`src/rtl/cal_alarm_clock.sv`:
```
// rtl/cal_alarm_clock.sv - calendar clock with NA independent ring/snooze alarm channels
// Optional feature macro: CAL_SNOOZE_EN builds the SNOOZED state, snooze counter and Snooze input.
module cal_alarm_clock #(
  parameter int NS      = 60,
  parameter int NH      = 24,
  parameter int ND      = 7,
  parameter int NA      = 2,
  parameter int YR0     = 2024,
  parameter int SNZ_MIN = 5,
  parameter int RING_S  = 60
) (
  input  logic          i_pulse,
  input  logic          i_reset,
  input  logic          i_timeset,
  input  logic          i_alarmset,
  input  logic          i_minadv,
  input  logic          i_hrsadv,
  input  logic          i_dayadv,
  input  logic          i_datadv,
  input  logic          i_monadv,
  input  logic          i_yradv,
  input  logic [1:0]    i_asel,
  input  logic [NA-1:0] i_alarmon,
  input  logic          i_snooze,
  input  logic          i_ack,
  output logic [6:0]    o_tsec,
  output logic [6:0]    o_tmin,
  output logic [6:0]    o_thrs,
  output logic [6:0]    o_tday,
  output logic [4:0]    o_tdate,
  output logic [3:0]    o_tmonth,
  output logic [11:0]   o_tyear,
  output logic [6:0]    o_dmin,
  output logic [6:0]    o_dhrs,
  output logic [6:0]    o_dday,
  output logic [NA-1:0] o_buzzch,
  output logic          o_buzz
);

`ifdef CAL_SNOOZE_EN
  localparam int CMAX = (RING_S > SNZ_MIN * NS) ? RING_S : SNZ_MIN * NS;
`else
  localparam int CMAX = RING_S;
`endif
  localparam int CW = (CMAX > 1) ? $clog2(CMAX) : 1;
  localparam logic [CW-1:0] RING_LD = CW'(RING_S - 1);

`ifdef CAL_SNOOZE_EN
  localparam logic [CW-1:0] SNZ_LD = CW'(SNZ_MIN * NS - 1);
  typedef enum logic [1:0] {ST_IDLE, ST_RING, ST_SNZ} state_t;
`else
  typedef enum logic {ST_IDLE, ST_RING} state_t;
  logic w_unused_snooze;
  assign w_unused_snooze = i_snooze;
`endif

  logic [6:0]  r_sec, r_min, r_hrs, r_day;
  logic [4:0]  r_date;
  logic [3:0]  r_mon;
  logic [11:0] r_year;
  logic [6:0]  r_amin [NA];
  logic [6:0]  r_ahrs [NA];
  logic [6:0]  r_aday [NA];
  state_t      r_state [NA];
  logic [CW-1:0] r_cnt [NA];

  state_t        w_state_nxt [NA];
  logic [CW-1:0] w_cnt_nxt [NA];
  logic [NA-1:0] w_match;

  function automatic logic [4:0] f_maxd(input logic [3:0] mon, input logic [11:0] yr);
    logic leap;
    leap = (((yr % 12'd4) == 12'd0) && ((yr % 12'd100) != 12'd0)) || ((yr % 12'd400) == 12'd0);
    case (mon)
      4'd2:                     f_maxd = leap ? 5'd29 : 5'd28;
      4'd4, 4'd6, 4'd9, 4'd11:  f_maxd = 5'd30;
      default:                  f_maxd = 5'd31;
    endcase
  endfunction

  logic        w_smax, w_mmax, w_hmax, w_dmax;
  logic [3:0]  w_mon_inc;
  logic [11:0] w_year_inc;
  logic [4:0]  w_maxd_cur, w_maxd_nmon, w_maxd_nyr;

  assign w_smax      = (r_sec == 7'(NS - 1));
  assign w_mmax      = (r_min == 7'(NS - 1));
  assign w_hmax      = (r_hrs == 7'(NH - 1));
  assign w_dmax      = (r_day == 7'(ND - 1));
  assign w_mon_inc   = (r_mon == 4'd12) ? 4'd1 : r_mon + 4'd1;
  assign w_year_inc  = r_year + 12'd1;
  assign w_maxd_cur  = f_maxd(r_mon, r_year);
  assign w_maxd_nmon = f_maxd(w_mon_inc, r_year);
  assign w_maxd_nyr  = f_maxd(r_mon, w_year_inc);

  always_ff @(posedge i_pulse) begin
    if (i_reset) begin
      r_sec  <= '0;
      r_min  <= '0;
      r_hrs  <= '0;
      r_day  <= '0;
      r_date <= 5'd1;
      r_mon  <= 4'd1;
      r_year <= 12'(YR0);
    end else if (i_timeset) begin
      if (i_minadv) r_min <= w_mmax ? '0 : r_min + 7'd1;
      if (i_hrsadv) r_hrs <= w_hmax ? '0 : r_hrs + 7'd1;
      if (i_dayadv) r_day <= w_dmax ? '0 : r_day + 7'd1;
      // One calendar action per cycle; month/year steps pull the date back into range.
      if (i_datadv) begin
        r_date <= (r_date >= w_maxd_cur) ? 5'd1 : r_date + 5'd1;
      end else if (i_monadv) begin
        r_mon <= w_mon_inc;
        if (r_date > w_maxd_nmon) r_date <= w_maxd_nmon;
      end else if (i_yradv) begin
        r_year <= w_year_inc;
        if (r_date > w_maxd_nyr) r_date <= w_maxd_nyr;
      end
    end else begin
      r_sec <= w_smax ? '0 : r_sec + 7'd1;
      if (w_smax) r_min <= w_mmax ? '0 : r_min + 7'd1;
      if (w_smax && w_mmax) r_hrs <= w_hmax ? '0 : r_hrs + 7'd1;
      if (w_smax && w_mmax && w_hmax) begin
        r_day <= w_dmax ? '0 : r_day + 7'd1;
        if (r_date == w_maxd_cur) begin
          r_date <= 5'd1;
          r_mon  <= w_mon_inc;
          if (r_mon == 4'd12) r_year <= w_year_inc;
        end else begin
          r_date <= r_date + 5'd1;
        end
      end
    end
  end

  always_ff @(posedge i_pulse) begin
    if (i_reset) begin
      for (int i = 0; i < NA; i++) begin
        r_amin[i] <= '0;
        r_ahrs[i] <= '0;
        r_aday[i] <= '0;
      end
    end else if (i_alarmset && !i_timeset) begin
      for (int i = 0; i < NA; i++) begin
        if (int'(i_asel) == i) begin
          if (i_minadv) r_amin[i] <= (r_amin[i] == 7'(NS - 1)) ? '0 : r_amin[i] + 7'd1;
          if (i_hrsadv) r_ahrs[i] <= (r_ahrs[i] == 7'(NH - 1)) ? '0 : r_ahrs[i] + 7'd1;
          if (i_dayadv) r_aday[i] <= (r_aday[i] == 7'(ND - 1)) ? '0 : r_aday[i] + 7'd1;
        end
      end
    end
  end

  // Out-of-range Asel falls through to the time fields.
  always_comb begin
    o_dmin = r_min;
    o_dhrs = r_hrs;
    o_dday = r_day;
    if (i_alarmset && !i_timeset) begin
      for (int i = 0; i < NA; i++) begin
        if (int'(i_asel) == i) begin
          o_dmin = r_amin[i];
          o_dhrs = r_ahrs[i];
          o_dday = r_aday[i];
        end
      end
    end
  end

  always_comb begin
    for (int i = 0; i < NA; i++) begin
      w_match[i]     = (r_min == r_amin[i]) && (r_hrs == r_ahrs[i]) && (r_day == r_aday[i]) &&
                       (r_sec == 7'd0) && !i_timeset;
      w_state_nxt[i] = r_state[i];
      w_cnt_nxt[i]   = r_cnt[i];
      if (!i_alarmon[i]) begin
        w_state_nxt[i] = ST_IDLE;
      end else begin
        case (r_state[i])
          ST_IDLE: begin
            if (w_match[i]) begin
              w_state_nxt[i] = ST_RING;
              w_cnt_nxt[i]   = RING_LD;
            end
          end
          ST_RING: begin
            if (i_ack) begin
              w_state_nxt[i] = ST_IDLE;
`ifdef CAL_SNOOZE_EN
            end else if (i_snooze) begin
              w_state_nxt[i] = ST_SNZ;
              w_cnt_nxt[i]   = SNZ_LD;
`endif
            end else if (r_cnt[i] == '0) begin
              w_state_nxt[i] = ST_IDLE;
            end else begin
              w_cnt_nxt[i] = r_cnt[i] - CW'(1);
            end
          end
`ifdef CAL_SNOOZE_EN
          ST_SNZ: begin
            if (i_ack) begin
              w_state_nxt[i] = ST_IDLE;
            end else if (r_cnt[i] == '0) begin
              w_state_nxt[i] = ST_RING;
              w_cnt_nxt[i]   = RING_LD;
            end else begin
              w_cnt_nxt[i] = r_cnt[i] - CW'(1);
            end
          end
`endif
          default: w_state_nxt[i] = ST_IDLE;
        endcase
      end
    end
  end

  always_ff @(posedge i_pulse) begin
    for (int i = 0; i < NA; i++) begin
      if (i_reset) begin
        r_state[i] <= ST_IDLE;
        r_cnt[i]   <= '0;
      end else begin
        r_state[i] <= w_state_nxt[i];
        r_cnt[i]   <= w_cnt_nxt[i];
      end
    end
  end

  always_comb begin
    for (int i = 0; i < NA; i++) o_buzzch[i] = (r_state[i] == ST_RING);
  end

  assign o_buzz   = |o_buzzch;
  assign o_tsec   = r_sec;
  assign o_tmin   = r_min;
  assign o_thrs   = r_hrs;
  assign o_tday   = r_day;
  assign o_tdate  = r_date;
  assign o_tmonth = r_mon;
  assign o_tyear  = r_year;

endmodule

```
`config.mk`:
```
export PLATFORM = sky130hd
export DESIGN_NAME = cal_alarm_clock
export DESIGN_NICKNAME = d
export VERILOG_FILES = /design/src/rtl/cal_alarm_clock.sv
export SDC_FILE = /design/constraint.sdc
export NUM_CORES = 1
export LEC_CHECK = 0
export CAP_MARGIN = 10
export CORE_ASPECT_RATIO = 1.4
export CORE_UTILIZATION = 40
export CTS_CLUSTER_DIAMETER = 80
export DETAILED_ROUTE_END_ITERATION = 8
export PLACE_DENSITY = 0.59
export SLEW_MARGIN = 10
export SYNTH_ARGS = -nofsm -noshare
export SYNTH_HDL_FRONTEND = slang
export SYNTH_SLANG_ARGS = --single-unit
```
`constraint.sdc`:
```
create_clock -name i_pulse -period 6.05 [get_ports i_pulse]
set_input_delay 0.9075 -clock i_pulse [delete_from_list [all_inputs] [get_ports i_pulse]]
set_output_delay 0.9075 -clock i_pulse [all_outputs]
set_load 0.02 [all_outputs]
```
# [Word level (Yosys, flattened, before mapping)]
# Memory sizes are Yosys's and may differ from the RTL's.
# Index checks and enable logic that the tools add are counted.
# Widths: inputs -> output; s select.
[word_totals] input_bits=16 word_cells=240 ramBits=56 output_inout_bits=73 regBits=49 n_memories=5
[memory_table] memory="r_aday" depth=2 width=7 rd=2 rd_ports_with_merged_regs=0 wr=2 line_no="63" rtl="logic [6:0] r_aday [NA];"
[memory_table] memory="r_ahrs" depth=2 width=7 rd=2 rd_ports_with_merged_regs=0 wr=2 line_no="62" rtl="logic [6:0] r_ahrs [NA];"
[memory_table] memory="r_amin" depth=2 width=7 rd=2 rd_ports_with_merged_regs=0 wr=2 line_no="61" rtl="logic [6:0] r_amin [NA];"
[memory_table] memory="r_cnt" depth=2 width=6 rd=2 rd_ports_with_merged_regs=0 wr=2 line_no="65" rtl="logic [CW-1:0] r_cnt [NA];"
[memory_table] memory="r_state" depth=2 width=1 rd=2 rd_ports_with_merged_regs=0 wr=2 line_no="64" rtl="state_t r_state [NA];"
[op_classes] n_bitwise=12 n_div=4 order_cmp=3 n_eq_ne=39 n_reduce_logical=40 n_addsub=15 muxes=115
[op_table] operator="$mux 7" n=34
[op_table] operator="$mux 12" n=7
[op_table] operator="$add 7x1->7 const B" n=10
[op_table] operator="$mux 6" n=10
[op_table] operator="$logic_not 12->1" n=4
[op_table] operator="$mux 5" n=9
[op_table] operator="$eq 7x7->1" n=6
[op_table] operator="$mux 1" n=42
[op_table] operator="$eq 7x6->1 const B" n=4
[op_table] operator="$mod 12x7->12 const B" n=2
[op_table] operator="$mod 12x9->12 const B" n=2
[op_table] operator="$mux 4" n=6
[op_table] operator="$pmux 6 s2" n=2
[op_table] operator="$reduce_bool 12->1" n=2
[op_table] operator="$eq 7x3->1 const B" n=3
[op_table] operator="$eq 7x5->1 const B" n=3
[op_table] operator="$eq 4x4->1 const B" n=5
[op_table] operator="$eq 4x3->1 const B" n=4
[op_table] operator="$logic_and 1x1->1" n=13
[op_table] operator="$add 12x1->12 const B" n=1
[op_table] operator="$logic_not 6->1" n=2
[op_table] operator="$pmux 2 s2" n=3
[op_table] operator="$sub 6x1->6 const B" n=2
[op_table] operator="$gt 5x5->1" n=2
[op_table] operator="other kinds (23)" n=50

# [Longest topological paths before layout]
[depth] ltp_word=13 ltp_mapped=32

# [Least setup slack after synthesis]
# No wires, ideal clock.
[synth_timing] path_kind="reg-to-reg" from="register r_year[1], in the netlist o_tyear[1]" to="register r_date[0], in the netlist o_tdate[0]" arrival_ns=6.122 t_required_ns=5.928 n_path_buf=3 slack_ns=-0.194 setup_ns=0.122 stages_incl_launch_ff=28 cell_sequence="dfxtp_1 ha_1 clkbuf_1 a21oi_1 o311a_4 a21o_4 a211o_4 or3_4 buf_6 a211oi_4 a221oi_2 a31o_4 a2111oi_2 nor3_1 buf_6 and2_4 a221oi_1 o2111ai_1 o21ai_1 nor3_2 ha_1 a2111oi_0 a21oi_1 nor2_1 o21ai_1 a2111oi_0 o31a_1 o21ai_1"
[synth_via] elab_chain_cells=12
[synth_rtl] element="start: declaration" line_no="60" rtl="logic [11:0] r_year;"
[synth_rtl] element="start signal: assignment" line_no="104" rtl="r_year <= 12'(YR0);"
[synth_rtl] element="start signal: assignment" line_no="116" rtl="r_year <= w_year_inc;"
[synth_rtl] element="start signal: assignment" line_no="128" rtl="if (r_mon == 4'd12) r_year <= w_year_inc;"
[synth_rtl] element="branches (longest 12 deep; another with $add 12x1->12)"
[synth_rtl] element="end signal: assignment" line_no="111" rtl="r_date <= (r_date >= w_maxd_cur) ? 5'd1 : r_date + 5'd1;"
[synth_rtl] element="end signal: assignment" line_no="114" rtl="if (r_date > w_maxd_nmon) r_date <= w_maxd_nmon;"
[synth_rtl] element="end signal: assignment" line_no="117" rtl="if (r_date > w_maxd_nyr) r_date <= w_maxd_nyr;"
[synth_rtl] element="end: declaration" line_no="58" rtl="logic [4:0] r_date;"
# Parallel ways; which one is timed is not known. The select of a mux whose other input is x is not followed.
# A chain may end at the register's enable or synchronous reset.

# [Worst setup path after layout]
[layout_timing] from="register r_year[0], in the netlist o_tyear[0]" to="register r_date[0], in the netlist o_tdate[0]"
# Same word-level chain as after synthesis.

==> results.cfg <==
[critical_path]
end_kind = register
crit_path_start_kind = register
crit_arrival_ns = 6.26
path_buf_inv = 3
worst_path_max_delay_cell = or3_4
rr_startpoint = o_tyear[0]
startpoint = o_tyear[0]
cp.required_ns = 6.36
path_delay_family = compound AO/OA/AOI/OAI gates
criticalPathCategory = register to register
cp_max_fo = 8
cpMostUsedCell = o21ai_1
slowest_delay_ns = 0.45

[synthesis]
synth_area_leaders = dfxtp_1 (14%), edfxtp_1 (14%), xnor2_1 (8.4%)
muxShareOfSynthArea = 0.04200
ys.flop_type = dfxtp_1
async_flop_share = 0
netlist.area_leader.share = 0.1384
yosysSeqAreaShare = 0.2767
synth_nets = 1171
synth_cells = 1121
yosysWarningCount = 0
synth_edf_count = 42
synth-simple-area-share = 0.2228
synth_top_family_by_area = compound AO/OA/AOI/OAI gates
syn_area_um2 = 9115
ys_seq_elements = 105
synth_cell_types = 98
synth_adder_area_share = 0.04667
synth_compound_area_frac = 0.2334
synth-xor-area-share = 0.1278
synth_top_area_cell = dfxtp_1
synth.avg_cell_area_um2 = 8.131

[placed_design]
gp_congestion = 0.9026
dp_hpwl_mm = 19.91
place_area_um2 = 10880
io_buffers = 87

[grt]
grt_pass1_vias = 8513
grt_pass1_wl_mm = 42.64
grt_max_degree = 51
overflow = 0
antenna_found_initial = 0
grt_util_all_layers = 0.2291

[clock_network]
clkTransAtPathRegs_ns = 0.08
cts-root-buf = clkbuf_16
cts_inserted_buffers = 9
clockBufferDepth = 2
cts_tree = yes
cts_max_level = 3
insertion_delay_ns = 0.38
cts.sinks = 105
cts-hold-fix-buffers = 0

[pwr]
p_per_area_nw_per_um2 = 136.3
p_leak_nw = 4.368
worst_ir_drop_vdd_uv = 148.6
power_mw = 1.596

[floorplanning]
die-width_um = 129.6
ios = 89
dieArea_um2 = 23400
start_util = 0.4061
core_um2 = 22450
num_rows = 65
dieHeight_um = 180.6

[final_layout]
synthToLayoutAreaGrowth_pct = 28.44
final_cell_mix = nor2_1 (158), buf_4 (115), xnor2_1 (86), clkdlybuf4s50_1 (86)
multi_input_area_um2 = 6511
final_common_cell = nor2_1
diodes = 0
fill_cells = 2174
fin_area_um2 = 11710
finish.net_count = 1321
seq_area_um2 = 2537
drive_gt1_frac = 0.2022

[job]
maxCapViolations = 0

[drt]
wl_per_cell_um = 17.03
first_iter_violations = 436
wl_mm = 26.85
drt_pass1_iterations = 5
vias = 8897
drc_errors = 0
vias_per_cell = 5.642
ant_nets = 0

[sta]
min_period_ns = 5.952
finalHoldViolCount = 0
skew_ns = 0.01536
worst_pin_slew_ns = 0.9306
fin_crit_sh = 0.9838
slew_violations = 0
setup_viol = 0
max_freq_mhz = 168.0
rsz0062_at_grt = true
relSlewSlack = 0.3752

[hold_path]
hold_class = register to register
hp-start = r_cnt[1][1]

[status]
outcome = completed
[flip-flops by register name, indices dropped and copies added, names as in the netlist]
signal    flops
r_aday       14
o_tdate       5
r_cnt        12
o_tsec        7
o_tyear      12
o_thrs        7
r_state       2
r_ahrs       14
o_tday        7
o_tmin        7
r_amin       14
o_tmonth      4
[cell usage after synthesis, drive strengths merged, types with 9 or more instances]
master / count
nor2: 163
xnor2: 88
a21oi: 74
nand2: 70
dfxtp: 63
clkbuf: 52
edfxtp: 42
nand3: 42
o21ai: 42
xor2: 42
mux2i: 36
inv: 35
ha: 34
nor3: 31
buf: 21
nand4: 18
o211ai: 16
a211oi: 15
a21o: 15
nand2b: 14
nor4: 14
and3: 12
or3: 11
a31o: 10
a31oi: 10
nor2b: 9
[area by class of cell]
cell class | count | share of cell area
flip-flops and latches | 105 | 0.2167
multi-input cells | 907 | 0.5562
well taps | 301 | 0.03217
clock buffers | 11 | 0.02073
clock inverters | 5 | 0.003420
inverters | 36 | 0.01154
repair buffers | 212 | 0.1592
[through the flow]
step / setup slack [ns] / util / instances / hold slack [ns] / setup TNS, ns
after floorplan: 0.04324 / - / 1121 / 0.4641 / 0
after global placement: 0.09017 / 0.4848 / 1545 / 0.4861 / 0
after detailed placement: 0.01943 / 0.4848 / 1545 / 0.4948 / 0
after CTS: 0.02526 / 0.4979 / 1561 / 0.5063 / 0
after global routing: -0.2011 / 0.5216 / 1577 / 0.5379 / -0.2470
final: 0.09824 / 0.5216 / 1577 / 0.5037 / 0
[power breakdown]
| part | leakage, nW | internal [mW] | switching, mW | total (mW) |
|---|---|---|---|---|
| registers | 0.945 | 0.754 | 0.0389 | 0.793 |
| clock network | 0.134 | 0.294 | 0.296 | 0.590 |
| logic | 3.29 | 0.0975 | 0.115 | 0.212 |
[worst reg2reg max path, delay by kind of cell (launching register included)]
kind                       cells  cell delay (ns)
AOI/OAI and AO/OA             18             3.48
and+or+nand+nor                6             1.29
buffers and inverters          3             0.48
DFF                            1             0.34
adders and majority gates      1             0.27
[logic make-up (layout without fill, tap and decap cells)]
kind of cell / after synthesis / count (layout)
AOI/OAI and AO/OA: 285 / 285
xor gates and xnor gates: 130 / 130
adders and majority gates: 34 / 34
buffers and inverters: 109 / 264
DFF: 105 / 105
muxes: 38 / 38
and+or+nand+nor: 420 / 420
[final timing paths]
| check | cells past startpoint | endpoint | slack (ns) |
|---|---|---|---|
| max | 28 | o_tdate[0] | 0.1 |
| max reg2reg | 28 | o_tdate[0] | 0.1 |
| min | 2 | r_cnt[1][1] | 0.50 |
| min reg2reg | 2 | r_cnt[1][1] | 0.50 |
[timing repair]
item | in CTS | in global routing
pin swaps | 0 | 49
endpoints found under the setup margin | 1 | 18
buffers inserted | 0 | 17
gates resized for setup | 2 | 86
[per-layer routing]
| layer | share of wire | vias up | global-route usage | wire, um |
|---|---|---|---|---|
| met2 | 0.51 | 217 | 0.4036 | 13740 |
| met1 | 0.41 | 4239 | 0.2631 | 11060 |
| met3 | 0.038 | 55 | 0.03266 | 1032 |
| met4 | 0.038 | 0 | 0.1209 | 1018 |
| met5 | 0 | - | 0 | 0 |
| li1 | - | 4386 | - | - |
No activity file was read; power rests on OpenSTA's default activity.
==> RTL change, RTL diff (same flow settings) <==
The option `CAL_SNOOZE_EN` is turned on by a define.
--- a/src/rtl/cal_alarm_clock.sv
+++ b/src/rtl/cal_alarm_clock.sv
@@ -2,2 +2,4 @@
 // Optional feature macro: CAL_SNOOZE_EN builds the SNOOZED state, snooze counter and Snooze input.
+`define CAL_SNOOZE_EN
+
 module cal_alarm_clock #(
Behaviour: not the same (Yosys sat finds a counterexample within 4 cycles, from zero or initial values and one cycle with i_reset high).
==> RTL change against the original RTL <==
- cell area grew 7.6%
- setup slack gained 0.062 ns
- synthesized cell count grew 9.0%
- area after synthesis grew 6.9%
- sequential cell count grew 8
- total power grew 33%
- routed wire length grew 9.2%
- largest power group is now clock
- highest routed layer unchanged
==> RTL change: results (changes against the original RTL) <==
met3 track demand over resource 2.99% (-0.28 points); routed via count 9495 (+6.7%); most used standard cells in the synthesized netlist sky130_fd_sc_hd__nor2_1 (192), sky130_fd_sc_hd__a21oi_1 (77), sky130_fd_sc_hd__nand2_1 (76); worst vdd rail ir drop 0.175 mV (+18%); pin count of the biggest net entering global routing 56 (+9.8%); ratio of cells with drive above 1 in the final layout 19.1% (-1.1 points); TritonCTS Buffers 17 (+8); sequential-to-total area share from yosys stat 27.5% (-0.13 points); met1 Usage GRT 25.9% (-0.36 points); async set or reset register ratio after synthesis 0% (unchanged); total detailed-routing wirelength 29300 um (+9.2%); DRT Pass-1 Iters 7 (+2); result of the run finished clean; metal3 WL 915 um (-11%); Iteration-0 DRC Markers 514 (+18%); wire length the detailed router placed on met1 11800 um (+6.8%); Post-Place Setup Slack -0.0387 ns (-0.0582 ns); reg-to-reg setup timing slack 0.16 ns (+0.06 ns); Hold Slack 0.461 ns (-0.0427 ns); Worst path slowest cell sky130_fd_sc_hd__or4_4; Worst Clk Skew 0.00687 ns (-0.00848 ns); Slowest Stage Delay on Critical Path 0.58 ns (+0.13 ns); Clock transition at path regs 0.06 ns (-0.02 ns); overall routing resource usage 23.1% (+0.18 points); Post-Synthesis Net Count 1279 (+9.2%); global-route wire length before repair 46300 um (+8.6%); via count of the first global-routing pass 9031 (+6.1%); synthesized area divided by synthesized cell count 7.97 sq um (-2.0%); # placed instances 1620 (+4.9%); clock latency on the worst-skew pair 0.42 ns (+0.04 ns); maximum fanout along the worst path 6 (-2); area post-placement 11200 sq um (+3.4%); Lkg Pwr 4.76 nW (+9.1%); global placement routability congestion 0.932 (+3.3%); max reg flops 18; met2 routed WL 15700 um (+14%); relative slew slack 35.9% (-1.6 points); count of port buffers added during placement 88 (+1.1%); peak clock frequency supported by timing 170 MHz (+1.1%); number of H-tree levels 4 (+1); distinct cell type count after synthesis 102 (+4.1%)
[RTL change: area by class of cell]
| cell class | instances | area, sq um |
|---|---|---|
| timing repair buffer | 189 | 1690 |
| inverter | 44 | 165 |
| multi-input combinational | 990 | 7040 |
| clock buffer | 26 | 584 |
| fill | 2240 | 11300 |
| sequential | 113 | 2700 |
| clock inverter | 6 | 36.3 |
| tap | 310 | 388 |
[RTL change: final timing paths]
check	endpoint	cells past startpoint	startpoint
setup / recovery	o_tdate[0]$_SDFFE_PP1P_	27	o_tyear[0]$_SDFFE_PP0P_
hold / removal	r_cnt[0][8]$_SDFFE_PP0P_	2	r_cnt[0][8]$_SDFFE_PP0P_
hold reg to reg	r_cnt[0][8]$_SDFFE_PP0P_	2	r_cnt[0][8]$_SDFFE_PP0P_
setup reg to reg	o_tdate[0]$_SDFFE_PP1P_	27	o_tyear[0]$_SDFFE_PP0P_
[RTL change: cell families after synthesis]
kind of cell,count (synthesis),share of synthesized area (%)
AO/OA/AOI/OAI,278,20.0
XOR/XNOR,131,11.9
AND/OR/NAND/NOR,501,26.2
adder cells (fa/ha/maj),42,5.37
multiplexers,37,3.98
flip-flops,113,27.5
buffers and inverters,120,5.09
[RTL change: worst reg2reg max path, delay by kind of cell (launching register included)]
family	cells	cell delay, ns
buf+inv	2	0.18
flops	1	0.33
fa+ha+maj	2	0.38
compound gates	14	2.72
xor+xnor	1	0.18
simple gates	8	1.96
[RTL change: power by group]
group | switching, mW | internal, mW
sequential | 0.0435 | 0.811
combinational | 0.134 | 0.106
clock | 0.361 | 0.664
[RTL change: what timing repair did]
item,in CTS,in global routing
pin swaps,0,41
resized for setup,1,109
gates cloned,0,1
setup endpoints to repair,4,7
buffers inserted,0,25
